===== config.mk =====
export PLATFORM = sky130hd
export DESIGN_NAME = mc_config_loader
export DESIGN_NICKNAME = d
export VERILOG_FILES = /design/src/rtl/mc_config_loader_pkg.sv /design/src/rtl/mc_config_loader_shifter.sv /design/src/rtl/mc_config_loader.sv
export SDC_FILE = /design/constraint.sdc
export NUM_CORES = 1
export LEC_CHECK = 0
export CAP_MARGIN = 0
export CORE_ASPECT_RATIO = 1.2
export CORE_UTILIZATION = 35
export CTS_CLUSTER_SIZE = 8
export DETAILED_ROUTE_END_ITERATION = 10
export HOLD_SLACK_MARGIN = 0.15
export PLACE_DENSITY = 0.56
export SYNTH_ARGS = -nofsm -noshare
export SYNTH_HDL_FRONTEND = slang
export SYNTH_HIERARCHICAL = 1
export SYNTH_SLANG_ARGS = --single-unit

===== constraint.sdc =====
create_clock -name clk_v -period 2.47 [get_ports clk_v]
set_input_delay 0.741 -clock clk_v [delete_from_list [all_inputs] [get_ports clk_v]]
set_output_delay 0.741 -clock clk_v [all_outputs]
set_load 0.01 [all_outputs]

===== src/rtl/mc_config_loader_pkg.sv =====
// Shared definitions for the configuration loader: the FSM state encoding,
// the fixed frame width, counter limits, and the frame bit index of every
// configuration field, listed in serial order (first received = index 0).
package mc_config_loader_pkg;

  localparam int unsigned CFG_W_C = 20;

  // The bit counter is 5 bits wide and saturates at CNT_MAX.
  localparam logic [4:0] CNT_MAX  = 5'd20;
  localparam logic [4:0] LAST_BIT = 5'd19;

  typedef enum logic [2:0] {
    ST_IDLE,
    ST_SHIFT,
    ST_PARITY,
    ST_COMMIT,
    ST_READ,
    ST_ERROR
  } state_e;

  localparam int unsigned IDX_PT1      = 0;
  localparam int unsigned IDX_PT2      = 1;
  localparam int unsigned IDX_PT3      = 2;
  localparam int unsigned IDX_PT4      = 3;
  localparam int unsigned IDX_PT5      = 4;
  localparam int unsigned IDX_GCLR     = 5;
  localparam int unsigned IDX_PT4_FUNC = 6;
  localparam int unsigned IDX_PT5_FUNC = 7;
  localparam int unsigned IDX_XOR_A    = 8;
  localparam int unsigned IDX_XOR_B    = 9;
  localparam int unsigned IDX_XOR_INV  = 10;
  localparam int unsigned IDX_D        = 11;
  localparam int unsigned IDX_STORAGE  = 12;
  localparam int unsigned IDX_FB       = 13;
  localparam int unsigned IDX_O        = 14;
  localparam int unsigned IDX_OE0      = 15;
  localparam int unsigned IDX_OE1      = 16;
  localparam int unsigned IDX_OE2      = 17;
  localparam int unsigned IDX_GCLK0    = 18;
  localparam int unsigned IDX_GCLK1    = 19;

endpackage


===== src/rtl/mc_config_loader_shifter.sv =====
// mc_cfg_shifter: bit counter, shadow register and running parity for the
// configuration loader.
//   clk, rst     : clock, asynchronous active-high reset
//   clr          : zero counter, shadow and parity (start of a frame/readback)
//   wr_en        : write bit_in into shadow[cnt], advance counter, fold parity
//   rd_step      : advance counter, fold the presented readback bit into parity
//   bit_in       : serial write data
//   rd_cfg       : active configuration presented during readback
//   cnt          : current bit counter (saturates at 20)
//   shadow_nxt   : shadow contents including any bit written this cycle
//   par          : running XOR of accepted / presented bits
//   rd_bit       : rd_cfg[cnt] for cnt<20, else the running parity
module mc_cfg_shifter
  import mc_config_loader_pkg::*;
(
  input  logic               clk,
  input  logic               rst,
  input  logic               clr,
  input  logic               wr_en,
  input  logic               rd_step,
  input  logic               bit_in,
  input  logic [CFG_W_C-1:0] rd_cfg,
  output logic [4:0]         cnt,
  output logic [CFG_W_C-1:0] shadow_nxt,
  output logic               par,
  output logic               rd_bit
);

  logic [4:0]         cnt_q, cnt_d;
  logic [CFG_W_C-1:0] shadow_q, shadow_d;
  logic               par_q, par_d;

  // Once all data bits have been presented, the running parity is exactly the
  // bit that makes the readback total even.
  assign rd_bit = (cnt_q < CNT_MAX) ? rd_cfg[cnt_q] : par_q;

  always_comb begin
    cnt_d    = cnt_q;
    shadow_d = shadow_q;
    par_d    = par_q;
    if (clr) begin
      cnt_d    = '0;
      shadow_d = '0;
      par_d    = 1'b0;
    end else if (wr_en) begin
      if (cnt_q < CNT_MAX) begin
        shadow_d[cnt_q] = bit_in;
        cnt_d           = cnt_q + 5'd1;
      end
      par_d = par_q ^ bit_in;
    end else if (rd_step) begin
      if (cnt_q < CNT_MAX) begin
        cnt_d = cnt_q + 5'd1;
      end
      par_d = par_q ^ rd_bit;
    end
  end

  always_ff @(posedge clk or posedge rst) begin
    if (rst) begin
      cnt_q    <= '0;
      shadow_q <= '0;
      par_q    <= 1'b0;
    end else begin
      cnt_q    <= cnt_d;
      shadow_q <= shadow_d;
      par_q    <= par_d;
    end
  end

  assign cnt        = cnt_q;
  assign shadow_nxt = shadow_d;
  assign par        = par_q;

endmodule


===== src/rtl/mc_config_loader.sv =====
// mc_config_loader: serial loader and readback port for one macrocell's
// configuration. A write frame is 20 data bits (plus an even-parity bit when
// PARITY_EN=1); a successful frame is committed atomically to the active
// configuration outputs. A readback frame shifts the active configuration out
// on tdo_v, followed by its parity bit when PARITY_EN=1.
//   clk_v, rst_v              : clock, asynchronous active-high reset
//   ld_start_v / rd_start_v   : start write / readback frame (ld wins)
//   bit_v, bit_valid_v        : serial write data and qualifier
//   tdo_v, tdo_valid_v        : serial readback data and qualifier
//   busy_v, done_v, err_v     : not-idle, completion pulse, sticky error
//   *_mux, oe_mux, gclk_mux   : active configuration to the cellcore muxes
module mc_config_loader
  import mc_config_loader_pkg::*;
#(
  parameter  bit          PARITY_EN = 1'b1,
  localparam int unsigned CFG_W     = CFG_W_C
) (
  input  logic       clk_v,
  input  logic       rst_v,
  input  logic       ld_start_v,
  input  logic       rd_start_v,
  input  logic       bit_v,
  input  logic       bit_valid_v,
  output logic       tdo_v,
  output logic       tdo_valid_v,
  output logic       busy_v,
  output logic       done_v,
  output logic       err_v,
  output logic       pt1_mux,
  output logic       pt2_mux,
  output logic       pt3_mux,
  output logic       pt4_mux,
  output logic       pt5_mux,
  output logic       gclr_mux,
  output logic       pt4_func_mux,
  output logic       pt5_func_mux,
  output logic       xor_a_mux,
  output logic       xor_b_mux,
  output logic       xor_inv_mux,
  output logic       d_mux,
  output logic       storage_mux,
  output logic       fb_mux,
  output logic       o_mux,
  output logic [0:2] oe_mux,
  output logic [0:1] gclk_mux
);

  state_e             state_q, state_d;
  logic               err_q, err_d;
  logic               done_q, done_d;
  logic [CFG_W-1:0]   active_q, active_d;

  logic               sh_clr, sh_wr, sh_rd, commit_load;
  logic [4:0]         sh_cnt;
  logic [CFG_W-1:0]   sh_nxt;
  logic               sh_par, sh_rd_bit;
  logic [4:0]         rd_last;

  assign rd_last = PARITY_EN ? CNT_MAX : LAST_BIT;

  mc_cfg_shifter u_shifter (
    .clk        (clk_v),
    .rst        (rst_v),
    .clr        (sh_clr),
    .wr_en      (sh_wr),
    .rd_step    (sh_rd),
    .bit_in     (bit_v),
    .rd_cfg     (active_q),
    .cnt        (sh_cnt),
    .shadow_nxt (sh_nxt),
    .par        (sh_par),
    .rd_bit     (sh_rd_bit)
  );

  always_comb begin
    state_d     = state_q;
    err_d       = err_q;
    done_d      = 1'b0;
    sh_clr      = 1'b0;
    sh_wr       = 1'b0;
    sh_rd       = 1'b0;
    commit_load = 1'b0;
    unique case (state_q)
      ST_IDLE: begin
        if (ld_start_v) begin
          sh_clr  = 1'b1;
          state_d = ST_SHIFT;
        end else if (rd_start_v) begin
          sh_clr  = 1'b1;
          state_d = ST_READ;
        end
      end
      ST_SHIFT: begin
        if (ld_start_v) begin
          sh_clr  = 1'b1;
        end else if (bit_valid_v) begin
          sh_wr = 1'b1;
          if (sh_cnt == LAST_BIT) begin
            if (PARITY_EN) begin
              state_d = ST_PARITY;
            end else begin
              commit_load = 1'b1;
              state_d     = ST_COMMIT;
            end
          end
        end
      end
      ST_PARITY: begin
        if (ld_start_v) begin
          sh_clr  = 1'b1;
          state_d = ST_SHIFT;
        end else if (bit_valid_v) begin
          if ((sh_par ^ bit_v) == 1'b0) begin
            commit_load = 1'b1;
            state_d     = ST_COMMIT;
          end else begin
            err_d   = 1'b1;
            state_d = ST_ERROR;
          end
        end
      end
      ST_COMMIT: begin
        state_d = ST_IDLE;
      end
      ST_READ: begin
        sh_rd = 1'b1;
        if (sh_cnt == rd_last) begin
          done_d  = 1'b1;
          state_d = ST_IDLE;
        end
      end
      ST_ERROR: begin
        if (ld_start_v) begin
          sh_clr  = 1'b1;
          err_d   = 1'b0;
          state_d = ST_SHIFT;
        end
      end
      default: state_d = ST_IDLE;
    endcase
    // The active register loads on the edge that accepts the final frame bit,
    // so outputs change on the same edge that raises done_v; the COMMIT state
    // then only holds the one-cycle done pulse.
    if (commit_load) begin
      done_d = 1'b1;
    end
    active_d = commit_load ? sh_nxt : active_q;
  end

  always_ff @(posedge clk_v or posedge rst_v) begin
    if (rst_v) begin
      state_q  <= ST_IDLE;
      err_q    <= 1'b0;
      done_q   <= 1'b0;
      active_q <= '0;
    end else begin
      state_q  <= state_d;
      err_q    <= err_d;
      done_q   <= done_d;
      active_q <= active_d;
    end
  end

  assign busy_v      = (state_q != ST_IDLE);
  assign done_v      = done_q;
  assign err_v       = err_q;
  assign tdo_valid_v = (state_q == ST_READ);
  assign tdo_v       = (state_q == ST_READ) ? sh_rd_bit : 1'b0;

  assign pt1_mux      = active_q[IDX_PT1];
  assign pt2_mux      = active_q[IDX_PT2];
  assign pt3_mux      = active_q[IDX_PT3];
  assign pt4_mux      = active_q[IDX_PT4];
  assign pt5_mux      = active_q[IDX_PT5];
  assign gclr_mux     = active_q[IDX_GCLR];
  assign pt4_func_mux = active_q[IDX_PT4_FUNC];
  assign pt5_func_mux = active_q[IDX_PT5_FUNC];
  assign xor_a_mux    = active_q[IDX_XOR_A];
  assign xor_b_mux    = active_q[IDX_XOR_B];
  assign xor_inv_mux  = active_q[IDX_XOR_INV];
  assign d_mux        = active_q[IDX_D];
  assign storage_mux  = active_q[IDX_STORAGE];
  assign fb_mux       = active_q[IDX_FB];
  assign o_mux        = active_q[IDX_O];
  assign oe_mux[0]    = active_q[IDX_OE0];
  assign oe_mux[1]    = active_q[IDX_OE1];
  assign oe_mux[2]    = active_q[IDX_OE2];
  assign gclk_mux[0]  = active_q[IDX_GCLK0];
  assign gclk_mux[1]  = active_q[IDX_GCLK1];

endmodule


# Word level (Yosys, flattened, before mapping)
# Cells that the tools add are included.
op_classes:
  mux: 48
  reduce_logical: 8
  order_cmp: 3
  n_bitwise: 2
  add_sub_neg: 1
  eq_ne: 16
ops:
  columns: ["cell", "n"]
  rows:
  - ["2-to-1 mux 20 bit", 3]
  - ["2-to-1 mux 3 bit", 10]
  - ["2-to-1 mux 1 bit", 25]
  - ["bitwise mux 20 bit", 1]
  - ["2-to-1 mux 5 bit", 4]
  - ["case mux 3 bit (5 select lines)", 1]
  - ["inequality test 2 bit, second input constant", 7]
  - ["== test 5 bit, second input constant", 2]
  - ["AND reduction 7 bit", 1]
  - ["== test 3 bit, second input constant", 2]
  - ["less-than comparator 5 x 6 -> 1 bit, second input constant", 1]
  - ["inequality test 3 bit, second input constant", 2]
  - ["nonzero test 3 bit", 2]
  - ["adder 5 x 1 -> 5 bit, second input constant", 1]
  - ["binary-select mux 1 bit (select 5 bit)", 1]
  - ["demux 1 bit (select 5 bit)", 1]
  - [">= comparator 5 x 1 -> 1 bit, second input constant", 1]
  - ["less-than comparator 5 bit, second input constant", 1]
  - ["AND reduction 5 bit", 1]
  - ["case mux 1 bit (2 select lines)", 2]
  - ["== test 3 x 1 -> 1 bit, second input constant", 1]
  - ["== test 3 x 2 -> 1 bit, second input constant", 1]
  - ["zero test 3 bit", 1]
  - ["OR reduction 3 bit", 1]
  - ["other kinds (4)", 5]
word_totals:
  ff_bits: 51
  elab_cells: 85
  output_inout_bits: 25
  input_bits: 6

# Depth between registers and ports, before layout
logic_depth:
  depth_word: 8
  ltp_mapped: 9
  mapped_depth_nobuf: 7

# Cells and area by module
# Netlist, hierarchy kept.
modules_own_cells:
  columns: ["module", "cells_each", "area_each_um2", "instances", "seq_area_each_um2"]
  rows:
  - ["mc_cfg_shifter", 151, 1577.8, 1, 650.6]
  - ["mc_config_loader", 88, 1226.2, 1, 625.6]

# Worst setup path after synthesis
# No wires, ideal clock.
synth_path:
  kind: "input port to flip-flop"
  start: "in ld_start_v"
  end: "reg active_q[14]"
  arrival_time_ns: 2.301
  path_slack_ns: 0.041
  path_buffers: 3
  path_stages: 9
  path_cell_list: "buf_2 -> nor2_1 -> and3_1 -> clkbuf_1 -> clkbuf_1 -> nand4_1 -> mux2i_1 -> nor2_1 -> mux2_1"
synth_between:
  elab_chain_len: 4
  elab_cells_between_ends: 9
synth_lines:
  columns: ["item", "line_no", "rtl"]
  rows:
  - ["start: declaration", "mc_config_loader.sv:20", "input logic ld_start_v,"]
  - ["2-to-1 mux 1 bit", "mc_config_loader.sv:94", "if (ld_start_v) begin"]
  - ["2-to-1 mux 1 bit", "mc_config_loader.sv:83", "unique case (state_q)"]
  - ["net sh_wr", "mc_config_loader.sv:53", "logic sh_clr, sh_wr, sh_rd, commit_load;"]
  - ["2-to-1 mux 20 bit", "mc_config_loader_shifter.sv:45", "end else if (wr_en) begin"]
  - ["2-to-1 mux 20 bit", "mc_config_loader_shifter.sv:41", "if (clr) begin"]
  - ["net sh_nxt[14]", "mc_config_loader.sv:55", "logic [CFG_W-1:0] sh_nxt;"]
  - ["end signal: assignment", "mc_config_loader.sv:160", "active_q <= active_d;"]
  - ["end: declaration", "mc_config_loader.sv:51", "logic [CFG_W-1:0] active_q, active_d;"]
# The timed path passes the listed nets, and every way through them passes these cells.
# A chain may end at the register's enable or synchronous reset.

# Worst setup path in the final report
layout_path:
  start: "reg u_shifter.cnt_q[0], in the netlist u_shifter/cnt[0]"
  end: "out tdo_v"
layout_between:
  elab_chain_len: 4
  elab_cells_between_ends: 5
layout_lines:
  columns: ["item", "line_no", "rtl"]
  rows:
  - ["start: declaration", "mc_config_loader_shifter.sv:29", "logic [4:0] cnt_q, cnt_d;"]
  - ["start signal: assignment", "mc_config_loader_shifter.sv:65", "cnt_q <= cnt_d;"]
  - ["binary-select mux 1 bit (select 5 bit)", "mc_config_loader_shifter.sv:35", "assign rd_bit = (cnt_q < CNT_MAX) ? rd_cfg[cnt_q] : par_q;"]
  - ["2-to-1 mux 1 bit (not written as such)", "mc_config_loader_shifter.sv:35", null]
  - ["2-to-1 mux 1 bit *", "mc_config_loader_shifter.sv:35", null]
  - ["net sh_rd_bit", "mc_config_loader.sv:56", "logic sh_par, sh_rd_bit;"]
  - ["2-to-1 mux 1 bit *", "mc_config_loader.sv:168", "assign tdo_v = (state_q == ST_READ) ? sh_rd_bit : 1'b0;"]
  - ["end: declaration", "mc_config_loader.sv:24", "output logic tdo_v,"]
# The timed path passes the listed nets; every way through them passes the cells marked *. The select of a mux whose other input is x is not followed.

==> impl_metrics.toml <==
[run_status]
status = "complete, but fails checks"
violations = "setup timing"

[power_and_ir_drop]
p_total_mw = 1.80
p_per_area_mw_per_mm2 = 489
worst_ir_drop_vdd_v = 0.000245
leakage_nw = 1.78

[yosys]
yosys.cell_types.count = 50
async_flop_share = 1.00
syn_inst = 239
synth.yosys.warnings = 6
yosysSeqAreaShare = 0.455
synth_fp_nets = 249
ys_seq_elements = 51
avgSynthCellArea_um2 = 11.7
synth_edf_count = 0
synthFlopType = "dfrtp_1"
synth_area_mm2 = 0.00280

[sta]
min_period_ns = 2.79
max_freq_ghz = 0.359
whs_ns = 0.554
slew_violations = 0
finalSetupViolCount = 1
max_slew.worst_pin.slew_ns = 0.559
setup_ws_ns = -0.317
relSlewSlack = 0.626
fin_setup_tns_ns = -0.317
rsz0062_at_grt = "yes"
clock_skew_ns = 0.00974
hold_viol_final = 0
min_period_over_period = 1.13

[setup_path]
regToRegEndpoint = "active_q[8]$_DFFE_PP0P_"
rr_worst_depth = 7
crit_fanout = 6
rrSetupSlack_ns = 0.31
worst-setup-path-type = "reg -> out"
required_ns = 1.73
r2r-start = "state_q[0]$_DFFE_PP0P_"
cp-start-kind = "flop"
cp-end-kind = "output port"
setup.worst_path.start = "u_shifter/cnt[0]$_DFFE_PP0P_"
setup.worst_path.end = "tdo_v"
arrival_ns = 2.05

[grt]
first_global_vias = 2229
use_met3 = 0.0304
grt_use_met1 = 0.217
grt.overflow.total = 0
grt_usage = 0.167
grt_max_degree = 27
antenna_found_initial = 0
grt_use_met2 = 0.272
grt-busiest-layer = "met2"
grt_pass1_wl_um = 11100

[clock_tree]
root_buffer = "clkbuf_8"
clk_latency_ns = 0.31
cts_tree = "yes"
clkTransAtPathRegs_ns = 0.10
htreeDepth = 2
cts_buffers = 5
cts.sinks = 51
cts_buffer_depth = 2

[layout]
fin_nets = 325
final_util = 0.477
fillers = 735
diodes = 0
seq_area_mm2 = 0.00128
multi_input_area_mm2 = 0.00138
final_common_cell = "buf_4"
drive_above_1_share = 0.326
stdcell_area_mm2 = 0.00367
area_delta_synth_final_pct = 31.0
final_cell_mix = "buf_4 (55), dfrtp_1 (50), clkdlybuf4s50_1 (29)"

[die]
die_area_mm2 = 0.00837
die_h_um = 100
rows = 35
core_mm2 = 0.00771
io_pins = 31
die_x_um = 83.7
initial_core_util = 0.364

[flow_run]
drv_cap = 0

[placed_design]
dpl_cell_area_mm2 = 0.00357
port_buffers = 30
place_congestion = 0.771
dpl.hpwl_um = 4630

[drt]
via_per_inst = 5.20
route.detailed.drc = 0
wl_per_cell_um = 15.9
drtIter0Drc = 70
routed_wl_um = 6470
drt_first_pass_iters = 4
antenna_left = 0
vias = 2120

[hold_path]
hold_class = "reg -> reg"
[how the worst min path moves through the flow]
stage,from,end,slack (ns),cells past startpoint
2_1_floorplan,u_shifter/shadow_q[14]$_DFF_PP0_,u_shifter/shadow_q[14]$_DFF_PP0_,0.50,2
3_3_place_gp,u_shifter/shadow_q[11]$_DFF_PP0_,u_shifter/shadow_q[11]$_DFF_PP0_,0.52,2
3_5_place_dp,u_shifter/shadow_q[8]$_DFF_PP0_,u_shifter/shadow_q[8]$_DFF_PP0_,0.54,2
4_1_cts,u_shifter/shadow_q[8]$_DFF_PP0_,u_shifter/shadow_q[8]$_DFF_PP0_,0.56,2
5_1_grt,u_shifter/shadow_q[16]$_DFF_PP0_,u_shifter/shadow_q[16]$_DFF_PP0_,0.59,2
6_report,u_shifter/shadow_q[3]$_DFF_PP0_,u_shifter/shadow_q[3]$_DFF_PP0_,0.55,2
[power breakdown]
part	internal [mW]	total (mW)	switching (mW)	leakage (nW)
Combinational	0.189	0.401	0.212	1.03
Sequential	0.859	0.906	0.0470	0.704
Clock	0.204	0.489	0.285	0.0418
[critical path, stage by stage, from the launching register on]
cell	delay [ns]
dfrtp_2	0.48
mux4_2	0.53
a22oi_2	0.22
nand4_1	0.12
o21a_1	0.13
and2_1	0.13
buf_2	0.13
[state kept, by name (all words and copies together) (netlist names)]
signal,count
err_v,1
state_q,3
u_shifter/shadow_q,20
u_shifter/cnt,5
u_shifter/par,1
active_q,20
done_v,1
[cells by family (layout without fill, tap and decap cells)]
kind of cell | Yosys count | count (layout) | synth area share
xor gates and xnor gates | 4 | 4 | 0.0125
DFF | 51 | 51 | 0.455
buffers and inverters | 27 | 104 | 0.0522
AOI/OAI and AO/OA | 25 | 25 | 0.0674
and+or+nand+nor | 81 | 81 | 0.166
adders and majority gates | 4 | 4 | 0.0178
muxes | 47 | 47 | 0.228
[cells in the mapped netlist, types with 2 or more instances]
library cell | instances | share of area
mux4_1 | 3 | 0.028
inv_1 | 7 | 0.0094
o21ai_0 | 3 | 0.0054
ha_1 | 4 | 0.018
nand4_1 | 21 | 0.047
mux2i_1 | 22 | 0.079
a21oi_1 | 6 | 0.011
buf_2 | 3 | 0.0054
buf_6 | 4 | 0.016
and3_1 | 2 | 0.0045
o211ai_1 | 3 | 0.0080
mux4_2 | 2 | 0.016
clkbuf_1 | 9 | 0.012
o21a_1 | 2 | 0.0054
nand2_1 | 6 | 0.0080
nor2b_1 | 4 | 0.0089
nor2_1 | 27 | 0.036
or3_1 | 3 | 0.0067
mux2_4 | 19 | 0.10
nor3_1 | 4 | 0.0071
buf_4 | 3 | 0.0080
a22oi_2 | 2 | 0.0089
dfrtp_1 | 51 | 0.46
xor2_1 | 3 | 0.0094
[timing repair]
action / CTS / global route
buffers inserted: 3 / 0
hold buffers: 0 / 0
endpoints found under the setup margin: 2 / 3
gates cloned: 0 / 0
resized for setup: 7 / 0
pin swaps: 3 / 0
[final cells by class]
| type | instances | area share |
|---|---|---|
| multi-input combinational | 161 | 0.375 |
| sequential | 51 | 0.348 |
| timing repair buffer | 89 | 0.215 |
| tap | 92 | 0.0313 |
| clock buffer | 6 | 0.0198 |
| inverter | 7 | 0.00715 |
| clock inverter | 2 | 0.00443 |
[metal layers]
layer	part of all wire	wire, µm
met5	0	0
met4	0.026	170
met3	0.044	282
met2	0.47	3020
met1	0.46	2990
[per-stage QoR]
step | std cells | setup WS [ns]
6_report | 408 | -0.317
5_1_grt | 408 | -0.449
4_1_cts | 408 | -0.322
3_5_place_dp | 397 | -0.438
3_3_place_gp | 397 | -0.439
2_1_floorplan | 239 | 0.0410
(Power assumes the default switching activity.)
